===== src/rtl/mem_pkg.sv =====
// Shared types and constants for the wait-state data memory.
// Holds the access-size and FSM state enums plus the bytes-per-word constant.
package mem_pkg;

    localparam int WORD_BYTES = 4;

    typedef enum logic [1:0] {
        SZ_BYTE = 2'b00,
        SZ_HALF = 2'b01,
        SZ_WORD = 2'b10,
        SZ_RSVD = 2'b11
    } size_e;

    typedef enum logic [1:0] {
        IDLE = 2'b00,
        BUSY = 2'b01,
        RESP = 2'b10
    } state_e;

endpackage


===== src/rtl/mem_lane.sv =====
// Byte-lane steering for one 32-bit little-endian memory word.
// Ports: i_size/i_off/i_uns/i_wdata/i_rword in; o_be, o_wdata, o_rdata, o_err out.
module mem_lane
    import mem_pkg::*;
(
    input  size_e       i_size,
    input  logic [1:0]  i_off,
    input  logic        i_uns,
    input  logic [31:0] i_wdata,
    input  logic [31:0] i_rword,
    output logic [3:0]  o_be,
    output logic [31:0] o_wdata,
    output logic [31:0] o_rdata,
    output logic        o_err
);

    logic [7:0]  w_byte;
    logic [15:0] w_half;

    assign w_byte = i_rword[{i_off, 3'b000} +: 8];
    assign w_half = i_off[1] ? i_rword[31:16] : i_rword[15:0];

    always_comb begin
        o_be    = '0;
        o_wdata = '0;
        o_rdata = '0;
        o_err   = 1'b0;
        unique case (i_size)
            SZ_BYTE: begin
                o_be    = 4'b0001 << i_off;
                o_wdata = {4{i_wdata[7:0]}};
                o_rdata = {{24{~i_uns & w_byte[7]}}, w_byte};
            end
            SZ_HALF: begin
                o_err   = i_off[0];
                o_be    = i_off[1] ? 4'b1100 : 4'b0011;
                o_wdata = {2{i_wdata[15:0]}};
                o_rdata = {{16{~i_uns & w_half[15]}}, w_half};
            end
            SZ_WORD: begin
                o_err   = |i_off;
                o_be    = 4'b1111;
                o_wdata = i_wdata;
                o_rdata = i_rword;
            end
            default: begin
                o_err = 1'b1;
            end
        endcase
        // A faulting access must neither write nor return data.
        if (o_err) begin
            o_be    = '0;
            o_rdata = '0;
        end
    end

endmodule


===== src/rtl/dmem_wait.sv =====
// Data memory with req/ready handshake and WAIT programmable wait states.
// Ports: clk, reset (async active-low), req/we/size/uns/addr/wdata in; rdata/ready/err out.
module dmem_wait
    import mem_pkg::*;
#(
    parameter int    DEPTH     = 64,
    parameter int    WAIT      = 2,
    parameter string INIT_FILE = ""
) (
    input  logic        clk,
    input  logic        reset,
    input  logic        req,
    input  logic        we,
    input  logic [1:0]  size,
    input  logic        uns,
    input  logic [31:0] addr,
    input  logic [31:0] wdata,
    output logic [31:0] rdata,
    output logic        ready,
    output logic        err
);

    localparam int AW = $clog2(DEPTH);

    logic [31:0]   r_mem [DEPTH];
    state_e        r_state;
    state_e        w_next;
    logic [3:0]    r_cnt;
    logic          r_we;
    size_e         r_size;
    logic          r_uns;
    logic [AW+1:0] r_addr;
    logic [31:0]   r_wdata;
    logic [31:0]   r_rdata;
    logic          r_ready;
    logic          r_err;
    logic          w_perform;
    logic [AW-1:0] w_idx;
    logic [3:0]    w_be;
    logic [31:0]   w_wdat;
    logic [31:0]   w_rdat;
    logic          w_err;
    logic          w_unused;

    // Address bits above the memory span wrap and are never used.
    assign w_unused = ^addr[31:AW+2];
    assign w_idx    = r_addr[AW+1:2];

    mem_lane u_lane (
        .i_size  (r_size),
        .i_off   (r_addr[1:0]),
        .i_uns   (r_uns),
        .i_wdata (r_wdata),
        .i_rword (r_mem[w_idx]),
        .o_be    (w_be),
        .o_wdata (w_wdat),
        .o_rdata (w_rdat),
        .o_err   (w_err)
    );

    always_ff @(posedge clk or negedge reset) begin
        if (!reset) begin
            r_state <= IDLE;
        end else begin
            r_state <= w_next;
        end
    end

    always_comb begin
        w_next    = r_state;
        w_perform = 1'b0;
        unique case (r_state)
            IDLE: begin
                if (req) begin
                    w_next = BUSY;
                end
            end
            BUSY: begin
                if (r_cnt == 4'd0) begin
                    w_perform = 1'b1;
                    w_next    = RESP;
                end
            end
            RESP: begin
                w_next = IDLE;
            end
            default: begin
                w_next = IDLE;
            end
        endcase
    end

    always_ff @(posedge clk or negedge reset) begin
        if (!reset) begin
            r_cnt   <= '0;
            r_we    <= 1'b0;
            r_size  <= SZ_BYTE;
            r_uns   <= 1'b0;
            r_addr  <= '0;
            r_wdata <= '0;
            r_rdata <= '0;
            r_ready <= 1'b0;
            r_err   <= 1'b0;
        end else begin
            r_ready <= w_perform;
            if (r_state == IDLE && req) begin
                r_cnt   <= 4'(WAIT);
                r_we    <= we;
                r_size  <= size_e'(size);
                r_uns   <= uns;
                r_addr  <= addr[AW+1:0];
                r_wdata <= wdata;
            end else if (r_state == BUSY && r_cnt != 4'd0) begin
                r_cnt <= r_cnt - 4'd1;
            end
            if (w_perform) begin
                r_rdata <= r_we ? 32'd0 : w_rdat;
                r_err   <= w_err;
            end
        end
    end

    // Memory contents survive reset; only the performing edge writes.
    always_ff @(posedge clk) begin
        if (w_perform && r_we) begin
            for (int b = 0; b < WORD_BYTES; b++) begin
                if (w_be[b]) begin
                    r_mem[w_idx][8*b +: 8] <= w_wdat[8*b +: 8];
                end
            end
        end
    end

    assign rdata = r_rdata;
    assign ready = r_ready;
    assign err   = r_err;

endmodule


===== config.mk =====
export PLATFORM = sky130hd
export DESIGN_NAME = dmem_wait
export DESIGN_NICKNAME = d
export VERILOG_FILES = /design/src/rtl/mem_pkg.sv /design/src/rtl/mem_lane.sv /design/src/rtl/dmem_wait.sv
export SDC_FILE = /design/constraint.sdc
export NUM_CORES = 2
export LEC_CHECK = 0
export BUFFER_PORTS_ARGS = -buffer_cell sky130_fd_sc_hd__buf_2
export CAP_MARGIN = 20
export CORE_AREA = 2 2 526 528
export CTS_BUF_LIST = sky130_fd_sc_hd__clkbuf_8
export DETAILED_ROUTE_END_ITERATION = 8
export DIE_AREA = 0 0 528 530
export GPL_ROUTABILITY_DRIVEN = 0
export PLACE_DENSITY = 0.47
export SYNTH_ARGS = -nofsm -noshare
export SYNTH_HDL_FRONTEND = slang
export SYNTH_SLANG_ARGS = --single-unit

===== constraint.sdc =====
create_clock -name clk -period 4.19 [get_ports clk]
set_input_delay 0.6285 -clock clk [delete_from_list [all_inputs] [get_ports clk]]
set_output_delay 0.6285 -clock clk [all_outputs]
set_load 0.005 [all_outputs]

==> results by group <==
Run status
  – Status: finished, final reports clean

Timing
  – RSZ-0062 raised after global routing: false
  – Worst-Margin Slew: 1.21 ns
  – Setup TNS Final: 0 ns
  – Setup-failing EPs final: 0
  – Period utilization: 99.0%
  – Slew margin rel.: 19.3%
  – FMAX: 0.241 GHz
  – Clock skew: 0.0810 ns
  – Tightest hold margin: 0.207 ns
  – Final Hold Vio Count: 0
  – Pins Over Slew Limit: 0
  – Period minus WS final: 4.15 ns

Synthesis
  – Mapped Nets: 4853
  – Synth area leader: edfxtp_1
  – Post-synthesis instance total: 4781
  – Post-synth ARST share: 3.94%
  – Main combinational cell family by area after synthesis: compound AO/OA/AOI/OAI gates
  – Sequential share of the synthesized area: 77.5%
  – Simple-gate area share of the yosys netlist: 4.31%
  – Synth warn: 0
  – Mux share of post-synthesis cell area: 5.16%
  – Share of the synthesized area in the top cell type: 75.0%
  – Post-synth EDFFs: 2048
  – Mapped cell area: 82000 um^2
  – Adder-Cell Fraction of Synth Area: 0.0153%
  – Synth Register Bits: 2132
  – Synth cell types: 85
  – Dominant synthesized flop cell: edfxtp_1
  – Synth Area in Compound Gates: 10.7%
  – Post-synthesis xor/xnor area fraction: 0.0427%
  – Synth cell count leaders: 2048 x edfxtp_1, 373 x a22oi_1, 338 x nor2_1
  – Synth area leaders: edfxtp_1 75%, a22oi_1 3.4%, dfrtp_1 2.6%
  – Count leader, synth: edfxtp_1
  – Mapped Avg Cell Area: 17.2 um^2

Clock tree
  – Cts bufs inserted: 370
  – CTS tree: done
  – Root Buffer: clkbuf_8
  – Clk Latency, worst-skew pair: 1.10 ns
  – CTS resizes: 0
  – Clock sinks: 2132
  – Clock-pin transition on the worst setup and hold timing paths: 0.07 ns
  – Htree depth: 5
  – Max Root-Sink Buffers: 4

Critical path
  – FF-to-FF End: rdata[3]$_DFFE_PN0P_
  – Depth of the worst register-to-register path: 12
  – Reg2Reg Setup Slack: 0.04 ns
  – Crit path kind: flip-flop to flip-flop
  – CP max FO: 28
  – Critical Path RT: 5.17 ns
  – RR Startpoint: r_addr[4]$_DFFE_PN0P_
  – Crit. End Element: flip-flop
  – Type of origin of the critical path: flip-flop
  – WP data arrival: 5.13 ns

Route
  – DRC errors left: 0
  – Via count: 51200
  – DRT iter0 DRCs: 6230
  – Vias/cell: 5.42
  – DRT met1 WL: 131000 um
  – Total wire length: 308000 um
  – Routed met2 length: 140000 um
  – 1st-pass router iterations: 6
  – Highest Signal Layer: met5
  – DR WL met3: 23000 um
  – Detail Route Antenna Nets: 0
  – DR WL/cell: 32.6 um

Cells and area
  – Post-route insts no fill: 9452
  – Layout cells sized above 1: 23.3%
  – Nets: 5630
  – Multi-input logic area: 17000 um^2
  – Register area: 63600 um^2
  – Fillers: 26300
  – Area Growth Syn to Fin: 19.2%

Placement
  – Port bufs: 80
  – Placed cell count: 8746
  – DP Wirelength: 199000 um

Pwr
  – Total Power: 72.8 mW
  – Power Density: 744 nW/um^2
  – Static leakage power: 32.3 nW
  – Maximum vdd drop: 0.638 mV

Global route
  – First-pass GRT wire length: 418000 um
  – Vias in the first global route: 50200
  – Initial antenna violation count: 19
  – Gr ovfl total: 0
  – Global Route Usage Sum: 21.4%
  – Pin count of the biggest net entering global routing: 68

Die
  – # IOs: 105
  – Die ar.: 280000 um^2
  – CORE AREA: 275000 um^2
  – Row count: 193
  – Initial Utilization: 29.8%
  – Die Wd: 528 um
  – Die Ht: 530 um

Flow run
  – Max-cap viol count: 0

Min path
  – Min-Delay Path Class: input pin to async pin
==> layer usage <==
| layer | up-vias | GRT usage [%] |
|---|---|---|
| met5 | - | 0 |
| met4 | 8 | 9.22 |
| met3 | 574 | 4.21 |
| met2 | 2338 | 33.4 |
| met1 | 27200 | 29.1 |
| li1 | 21100 | - |
==> through the flow <==
stage                     area (um^2)  util, %  worst slack, ns
after global placement          90800     33.1            0.207
after floorplan                 82000        -          -0.0445
after detailed placement        90900     33.1            0.201
after global routing            97800     35.6           0.0242
after CTS                       97700     35.6            0.170
final                           97800     35.6           0.0413
==> worst max-delay path by stage <==
stage	from	cells past startpoint	to	slack, ns
after global routing	r_addr[2]$_DFFE_PN0P_	11	rdata[4]$_DFFE_PN0P_	0.02
after floorplan	r_size[1]$_DFFE_PN0P_	4	r_mem[0][22]$_DFFE_PP_	-0.04
final	r_addr[4]$_DFFE_PN0P_	12	rdata[3]$_DFFE_PN0P_	0.04
after global placement	r_addr[4]$_DFFE_PN0P_	12	rdata[3]$_DFFE_PN0P_	0.21
after CTS	r_addr[4]$_DFFE_PN0P_	12	rdata[3]$_DFFE_PN0P_	0.17
after detailed placement	r_addr[4]$_DFFE_PN0P_	12	rdata[3]$_DFFE_PN0P_	0.20
==> sequential cells by signal, indices dropped and copies added (netlist names) <==
signal   count
r_addr       8
ready        1
r_mem     2048
err          1
rdata       32
r_state      2
r_we         1
r_uns        1
r_size       2
r_cnt        4
r_wdata     32
==> worst max-delay path, cell delays in order, from the launching register on <==
cell	delay, ns
dfrtp_4	0.79
buf_12	0.28
nor3b_4	0.10
buf_12	0.24
buf_4	0.22
a22o_1	0.23
nor3_1	0.51
o21ai_1	0.32
nor4_2	0.52
buf_4	0.22
nand2_1	0.06
o211a_1	0.15
a211o_1	0.26
==> cell type report <==
type	instances	share of cell area (%)
inverter	17	0.0691
clock inverter	264	1.19
sequential	2132	65.0
antenna	17	0.0435
timing repair buffer	743	6.37
multi-input combinational	2294	17.3
clock buffer	378	5.32
tap	3607	4.61
==> kinds of logic (layout without fill, tap and decap cells) <==
family	Yosys count	count (layout)
DFF	2132	2132
AOI/OAI and AO/OA	1176	1176
and+or+nand+nor	767	767
buffers and inverters	355	1402
muxes	346	346
xor gates and xnor gates	4	4
adders and majority gates	1	1
other	0	17
==> cells in the final DEF (no fill, tap or decap), types with 10 or more instances in the layout <==
cell type,count
mux2_2,95
edfxtp_1,2048
inv_1,126
clkbuf_8,378
dfrtp_1,79
a221oi_1,157
o22ai_1,60
nand3_1,27
nand4_1,30
clkinv_2,34
mux4_2,52
dlygate4sd3_1,45
buf_4,561
nor3_1,22
nand2_1,219
diode_2,17
o21ai_0,79
buf_2,79
buf_12,56
a21oi_1,96
nand2b_1,11
o2bb2ai_1,19
o211ai_1,36
a41oi_1,11
a31oi_1,68
a22o_1,103
mux2i_1,197
clkinv_1,107
a22oi_1,373
and3_1,22
a21o_2,16
nor2_1,334
a221o_1,31
a222oi_1,29
nor4_1,10
==> power by group <==
group          total (mW)  internal, mW  switching [mW]
clock network        17.1          8.57            8.50
registers            28.8          28.3           0.585
logic                26.9          7.53            19.4
==> timing repair <==
item                      CTS  global route
setup buffers               0             0
hold buffers               45             0
hold endpoints to repair  109             0
Power figures use the tool's default switching activity.
